<file path="src/rtl/traffic_phase_scheduler.sv">
// Demand-driven round-robin phase scheduler for a four-way intersection.
// Define PED_WALK_EN to add the pedestrian WALK phase (ped_req / walk ports).
module traffic_phase_scheduler #(
  parameter int MIN_GREEN = 4,
  parameter int MAX_GREEN = 12,
  parameter int YELLOW_T  = 3,
  parameter int ALLRED_T  = 1,
  parameter int CNT_W     = 4
) (
  input  logic       clk,
  input  logic       rst_a,
  input  logic [3:0] car_req,
`ifdef PED_WALK_EN
  input  logic       ped_req,
  output logic       walk,
`endif
  output logic [2:0] n_light,
  output logic [2:0] s_light,
  output logic [2:0] e_light,
  output logic [2:0] w_light,
  output logic [1:0] grant_dir,
  output logic [1:0] phase
);

  localparam logic [2:0] LIGHT_RED    = 3'b000;
  localparam logic [2:0] LIGHT_GREEN  = 3'b001;
  localparam logic [2:0] LIGHT_YELLOW = 3'b010;

  localparam logic [CNT_W-1:0] MIN_LAST = CNT_W'(MIN_GREEN - 1);
  localparam logic [CNT_W-1:0] MAX_LAST = CNT_W'(MAX_GREEN - 1);
  localparam logic [CNT_W-1:0] YEL_LAST = CNT_W'(YELLOW_T - 1);
  localparam logic [CNT_W-1:0] AR_LAST  = CNT_W'(ALLRED_T - 1);

  typedef enum logic [2:0] {
    ST_IDLE   = 3'd0,
    ST_GREEN  = 3'd1,
    ST_YELLOW = 3'd2,
    ST_ALLRED = 3'd3
`ifdef PED_WALK_EN
    , ST_WALK = 3'd4
`endif
  } state_t;

  state_t           state_reg, state_next;
  logic [1:0]       grant_reg, grant_next;
  logic [CNT_W-1:0] timer_reg, timer_next;
  logic [3:0]       pend_reg, pend_next;
  logic [3:0]       pend_rot;
  logic [1:0]       next_off;
  logic [1:0]       next_dir;
  logic             other_pend;
  logic [3:0][2:0]  head_reg, head_next;
  logic [1:0]       phase_reg, phase_next;
`ifdef PED_WALK_EN
  logic             ped_pend_reg, ped_pend_next;
  logic             walk_reg, walk_next;
`endif

  // pend_rot[k] is the request k+1 positions after the current grant.
  genvar gi;
  generate
    for (gi = 0; gi < 4; gi++) begin : g_rot
      assign pend_rot[gi] = pend_reg[grant_reg + 2'(gi + 1)];
    end
  endgenerate

  always_comb begin
    next_off = 2'd0;
    for (int i = 3; i >= 0; i--) begin
      if (pend_rot[i]) next_off = 2'(i);
    end
  end

  assign next_dir   = grant_reg + next_off + 2'd1;
  assign other_pend = |(pend_reg & ~(4'b0001 << grant_reg));

  always_comb begin
    state_next = state_reg;
    grant_next = grant_reg;
    timer_next = timer_reg + 1'b1;
    pend_next  = pend_reg | car_req;
`ifdef PED_WALK_EN
    ped_pend_next = ped_pend_reg | ped_req;
`endif
    case (state_reg)
      ST_IDLE: begin
        timer_next = '0;
`ifdef PED_WALK_EN
        if (ped_pend_reg) begin
          state_next    = ST_WALK;
          ped_pend_next = 1'b0;
        end else
`endif
        if (|pend_reg) begin
          state_next          = ST_GREEN;
          grant_next          = next_dir;
          pend_next[next_dir] = 1'b0;
        end
      end
      ST_GREEN: begin
        if ((timer_reg == MAX_LAST) ||
            ((timer_reg >= MIN_LAST) && (!car_req[grant_reg] || other_pend))) begin
          state_next = ST_YELLOW;
          timer_next = '0;
        end
      end
      ST_YELLOW: begin
        if (timer_reg == YEL_LAST) begin
          state_next = ST_ALLRED;
          timer_next = '0;
        end
      end
      ST_ALLRED: begin
        if (timer_reg == AR_LAST) begin
          timer_next = '0;
          state_next = ST_IDLE;
`ifdef PED_WALK_EN
          // A waiting pedestrian wins over vehicle demand at clearance end.
          if (ped_pend_reg) begin
            state_next    = ST_WALK;
            ped_pend_next = 1'b0;
          end else
`endif
          if (|pend_reg) begin
            state_next          = ST_GREEN;
            grant_next          = next_dir;
            pend_next[next_dir] = 1'b0;
          end
        end
      end
`ifdef PED_WALK_EN
      ST_WALK: begin
        if (timer_reg == MIN_LAST) begin
          state_next = ST_ALLRED;
          timer_next = '0;
        end
      end
`endif
      default: begin
        state_next = ST_IDLE;
        timer_next = '0;
      end
    endcase
  end

  // Outputs are decoded from the next state so they register on the same edge.
  generate
    for (gi = 0; gi < 4; gi++) begin : g_head
      assign head_next[gi] = (grant_next != 2'(gi))      ? LIGHT_RED    :
                             (state_next == ST_GREEN)    ? LIGHT_GREEN  :
                             (state_next == ST_YELLOW)   ? LIGHT_YELLOW :
                                                           LIGHT_RED;
    end
  endgenerate

  always_comb begin
    phase_next = 2'd0;
    case (state_next)
      ST_GREEN:  phase_next = 2'd1;
      ST_YELLOW: phase_next = 2'd2;
      ST_ALLRED: phase_next = 2'd3;
      default:   phase_next = 2'd0;
    endcase
  end

  always_ff @(posedge clk or posedge rst_a) begin
    if (rst_a) begin
      state_reg <= ST_IDLE;
      grant_reg <= 2'd3;
      timer_reg <= '0;
      pend_reg  <= '0;
      head_reg  <= '0;
      phase_reg <= 2'd0;
    end else begin
      state_reg <= state_next;
      grant_reg <= grant_next;
      timer_reg <= timer_next;
      pend_reg  <= pend_next;
      head_reg  <= head_next;
      phase_reg <= phase_next;
    end
  end

`ifdef PED_WALK_EN
  assign walk_next = (state_next == ST_WALK);

  always_ff @(posedge clk or posedge rst_a) begin
    if (rst_a) begin
      ped_pend_reg <= 1'b0;
      walk_reg     <= 1'b0;
    end else begin
      ped_pend_reg <= ped_pend_next;
      walk_reg     <= walk_next;
    end
  end

  assign walk = walk_reg;
`endif

  assign n_light   = head_reg[0];
  assign s_light   = head_reg[1];
  assign e_light   = head_reg[2];
  assign w_light   = head_reg[3];
  assign grant_dir = grant_reg;
  assign phase     = phase_reg;

endmodule

</file>
<file path="config.mk">
export PLATFORM = sky130hd
export DESIGN_NAME = traffic_phase_scheduler
export DESIGN_NICKNAME = d
export VERILOG_FILES = /design/src/rtl/traffic_phase_scheduler.sv
export SDC_FILE = /design/constraint.sdc
export NUM_CORES = 1
export LEC_CHECK = 0
export CAP_MARGIN = 20
export CORE_ASPECT_RATIO = 0.75
export CORE_MARGIN = 3
export CORE_UTILIZATION = 40
export DETAILED_ROUTE_END_ITERATION = 16
export PLACE_DENSITY = 0.65
export SETUP_SLACK_MARGIN = 0.5
export SYNTH_ARGS = -nofsm -noshare
export SYNTH_HDL_FRONTEND = slang
export SYNTH_SLANG_ARGS = --single-unit
export TNS_END_PERCENT = 20
</file>
<file path="constraint.sdc">
create_clock -name clk -period 2.77 [get_ports clk]
set_input_delay 0.554 -clock clk [delete_from_list [all_inputs] [get_ports clk]]
set_output_delay 0.554 -clock clk [all_outputs]
set_load 0.02 [all_outputs]
</file>
# Word level (Yosys, flattened, before mapping)
# Index checks and enable logic that the tools add are counted.
# Widths: inputs -> output; s select.
# op_classes
n_reduce_logical	10
eq_ne	11
bitwise_logic	5
multipliers	0
n_mux	39
div_mod_pow	0
magnitude_cmp	7
n_addsub	6
n_shift	1
# ops
cell	count
$mux 3	7
$mux 4	5
$mux 2	9
$lt 2x3->1 const B	5
$eq 3x2->1 const B	4
$pmux 3 s4	1
$pmux 4 s3	1
$bmux 1 s2	5
$and 4x4->4	2
$not 4->4	2
$pmux 4 s2	1
$reduce_or 4->1	2
$mux 1	7
$eq 3x1->1 const B	2
$pmux 2 s3	1
$add 2x1->2 const B	2
$add 2x2->2 const B	2
$add 4x1->4 const B	1
$eq 4x2->1 const B	1
$eq 4x4->1 const B	1
$ge 4x2->1 const B	1
$logic_not 4->1	1
$ne 2x2->1 const B	2
$or 4x4->4	1
other kinds (11)	13
# word_totals
input_bits	6
mem_bits_ro	0
reg_bits	26
wordCells	88
latch_bits	0
n_memories	0
out_inout_bits	16
mem_bits_rw	0

# Logic depth before layout (Yosys ltp)
# depth
word_depth	17
ltp_mapped	12
ltp_nobuf	10

# Least setup slack after synthesis
# Ideal clock, no wire load.
# synth_timing
path_type	register -> register
startpoint	reg grant_reg[0], in the netlist grant_dir[0]
endpoint	reg head_reg, in the netlist w_light[0]
stages_incl_launch_ff	13
setup_ps	80
n_path_buf	2
setup_slack_ps	-334
synth_period_minus_slack_ps	3104
arrival_ps	3024
required_ps	2690
path_cell_list	dfstp_2 -> buf_2 -> inv_1 -> ha_1 -> clkbuf_2 -> mux4_2 -> a31oi_1 -> o21ai_0 -> ha_1 -> nor2_2 -> a21o_4 -> nand2b_1 -> nor3b_2
# synth_lines
item	line_no	source
start: declaration	45	logic [1:0] grant_reg, grant_next;
start signal: assignment	176	grant_reg <= grant_next;
end signal: assignment	179	head_reg <= head_next;
end: declaration	52	logic [3:0][2:0] head_reg, head_next;

==> metrics.md <==
| Metric | Value |
|---|---|
| WP data required | `2.94 ns` |
| Fin nets | `189` |
| Multiplexer share of the synthesized area | `5.86%` |
| CP max stage delay | `0.57 ns` |
| Comb pwr share | `61.2%` |
| Share of layout cells above drive strength 1 | `25.3%` |
| Rows | `18` |
| Hold Path Class | `reg2reg` |
| Post-synth ARST share | `100%` |
| Die ar. | `4570 sq um` |
| Total GRT Usage | `15.8%` |
| Worst r2r src | `grant_dir[0]$_DFF_PP1_` |
| Switching Share | `42.5%` |
| CTS tree | `built` |
| Synth Area in XOR/XNOR | `2.31%` |
| DR pass1 iterations | `4` |
| Main combinational cell family by area after synthesis | `simple AND/OR/NAND/NOR gates` |
| Crit path from | `grant_dir[0]$_DFF_PP1_` |
| Part of the power in registers | `26.8%` |
| Num ports | `22` |
| Core Util, Final | `55.1%` |
| Adder-cell area share of the yosys netlist | `6.61%` |
| Critical path buffer and inverter count | `1` |
| CTS clk-pin slew, worst paths | `0.08 ns` |
| H-tree levels | `1` |
| Critical Path, Cell by Cell | `inv_4 > ha_4 > mux4_2 > a31oi_1 > o21ai_1 > ha_2 > nor2_4 > a21o_4 > nor4_4` |
| Synthesized area per cell | `10.2 sq um` |
| Largest area contributor in the netlist | `dfrtp_1` |
| Vias in the first global route | `1118` |
| CTS Buffer Depth | `2` |
| CP Capture Type | `flip-flop` |
| Final Non-Filler Cells | `224` |
| Placed Cells incl. Taps | `214` |
| FF+latch count, synth | `23` |
| Gr ovfl total | `0` |
| Total Power | `1.75 mW` |
| Worst Path Arrival | `2.75 ns` |
| Area grow syn2layout | `26.2%` |
| CP Depth | `9` |
| R2R setup slack | `0.19 ns` |
| Vias per cell | `5.26` |
| Crit-path leading delay family | `adder cells` |
| PortBufs | `17` |
| Gpl congestion | `0.887` |
| Clock power frac | `11.9%` |
| Power density cells | `915 nW/um^2` |
| Global-route wire length before repair | `5680 microns` |
| P_sw | `743 uW` |
| Synth warnings | `0` |
| Final Hold Viols | `0` |
| Vias | `1178` |
| Distinct cells, synth | `50` |
| Worst clock skew | `0.00155 ns` |
| Synthesized cell area | `1520 sq um` |
| Initial antenna violation count | `0` |
| Critical path's slowest cell | `dfstp_2` |
| Reg2Reg Depth | `9` |
| Fin crit period | `2.58 ns` |
| Run status | `finished clean` |
| Max-slew headroom | `41.4%` |
| CTS Sinks | `23` |
| WHS Path Cells | `1` |
| Cts bufs inserted | `3` |
| Antenna Diode Count | `0` |
| Starting Density | `43.7%` |
| # DRC | `0` |
| Crit path kind | `reg2reg` |
| Max-slew violations | `0` |
| Min-delay src | `timer_reg[0]$_DFF_PP0_` |
| Ys flop type | `dfrtp_1` |
| Final setup vio count | `0` |
| EDFF count, synth | `0` |
| Critical path fanouts, max | `7` |
| Total core area | `3470 sq um` |
| Initial DRC count | `130` |
| F_max | `0.388 GHz` |
| Critical R2R Capture | `n_light[1]$_DFF_PP0_` |
| Critical path launch point type | `flip-flop` |
| Routed WL per cell | `15.2 microns` |
| Ranking of synthesized cells by area | `dfrtp_1 (35%), ha_1 (6.6%), mux4_2 (4.5%), nor2_1 (3.7%), nor2b_1 (3.7%)` |
| Synth Instances | `149` |
| Seq/Total Area, Yosys | `38.2%` |
| Part of the cycle the worst path needs | `93.1%` |
| Pin count of the biggest net entering global routing | `24` |
| Post-Route WL | `3410 microns` |
| Root Buffer | `clkbuf_8` |
| Max-capacitance violation count | `0` |
| Post-Synth Simple-Gate Area | `27.3%` |
| DIE HEIGHT | `59.3 microns` |
| Maximum vdd drop | `0.345 mV` |
| Worst Setup EP | `n_light[1]$_DFF_PP0_` |
| HPWL after DPL | `2440 microns` |
| Slew at the pin closest to its max-slew limit | `0.878 ns` |
| DIE WIDTH | `77.1 microns` |
| Post-DRT Antenna Nets | `0` |
| Top-area cell type share of the netlist area | `34.7%` |
| RSZ-0062 raised after global routing | `true` |
| Leakage power | `0.758 nW` |
| WHS | `0.512 ns` |
| Post-synthesis compound-gate area fraction | `13.9%` |
| Worst skew pair latency | `0.26 ns` |
| Internal | `1.01 mW` |
[synthesized netlist by cell type, types with 4 or more instances]
| cell type | number |
|---|---|
| a21oi_1 | 7 |
| ha_1 | 8 |
| buf_4 | 5 |
| nand2b_1 | 6 |
| nor2_1 | 15 |
| nor2b_1 | 9 |
| buf_2 | 4 |
| inv_1 | 5 |
| nand2_1 | 8 |
| dfrtp_1 | 21 |
[kinds of logic after synthesis]
kind of cell,count (synthesis)
AND/OR/NAND/NOR,64
other,1
XOR/XNOR,4
AO/OA/AOI/OAI,28
flip-flops,23
multiplexers,5
adder cells (fa/ha/maj),8
buffers and inverters,16
[layout by cell type (no fill, tap or decap), types with 3 or more instances in the layout]
| cell | synthesis | final |
|---|---|---|
| conb_1 | 1 | 5 |
| nand2b_1 | 6 | 4 |
| inv_1 | 5 | 4 |
| dfrtp_1 | 21 | 21 |
| clkdlybuf4s50_1 | 0 | 17 |
| o21ai_1 | 2 | 3 |
| nor2b_1 | 9 | 9 |
| buf_4 | 5 | 9 |
| ha_1 | 8 | 6 |
| clkbuf_8 | 0 | 3 |
| nor2_1 | 15 | 15 |
| mux4_2 | 3 | 3 |
| nand2_1 | 8 | 8 |
| a21oi_1 | 7 | 7 |
[stage by stage]
step | TNS (ns) | cell area [sq um] | setup slack [ns]
final | 0 | 1910 | 0.192
after CTS | 0 | 1860 | 0.193
after global routing | 0 | 1910 | 0.103
after floorplan | -0.459 | 1580 | -0.0708
after global placement | 0 | 1760 | 0.130
after detailed placement | 0 | 1760 | 0.0818
[area by class of cell]
type                            count  area, sq um
Fill cell                         319         1560
Multi-Input combinational cell    114          951
Sequential cell                    23          578
Timing Repair Buffer               27          249
Tap cell                           50         62.6
Clock buffer                        3         41.3
Inverter                            6         25.0
Clock inverter                      1         5.00
[worst register-to-register path, delay by kind of cell (launching register included)]
family | cells | cell delay, ns
fa+ha+maj | 2 | 0.62
flops | 1 | 0.57
compound gates | 3 | 0.49
mux | 1 | 0.48
simple gates | 2 | 0.28
buf+inv | 1 | 0.05
[worst min path at each step]
stage                                        end  slack, ns
after floorplan           timer_reg[0]$_DFF_PP0_       0.45
after global routing      timer_reg[0]$_DFF_PP0_       0.56
after CTS                 timer_reg[0]$_DFF_PP0_       0.52
final                     timer_reg[0]$_DFF_PP0_       0.51
after detailed placement  timer_reg[0]$_DFF_PP0_       0.50
after global placement    timer_reg[0]$_DFF_PP0_       0.48
[power by group through the flow]
stage	Combinational (mW)	Sequential, mW	Clock [mW]
floorplan	0.687	0.512	0
CTS	1.01	0.466	0.219
global placement	0.900	0.471	0
finish	1.07	0.469	0.209
detailed placement	0.930	0.473	0
global route	1.16	0.479	0.230
[routing by layer]
layer | global-route usage [%] | share of wire (%) | vias up
met5 | 0 | 0 | -
met4 | 4.06 | 0.70 | 0
met3 | 3.04 | 4.4 | 5
met2 | 25.6 | 47 | 31
met1 | 22.1 | 48 | 576
li1 | - | - | 566
[timing repair]
action | CTS | global route
hold buffers | 0 | 0
setup buffers | 5 | 1
resized for setup | 3 | 8
pin swaps | 5 | 3
setup endpoints to repair | 14 | 23
No activity file was read; power rests on OpenSTA's default activity.
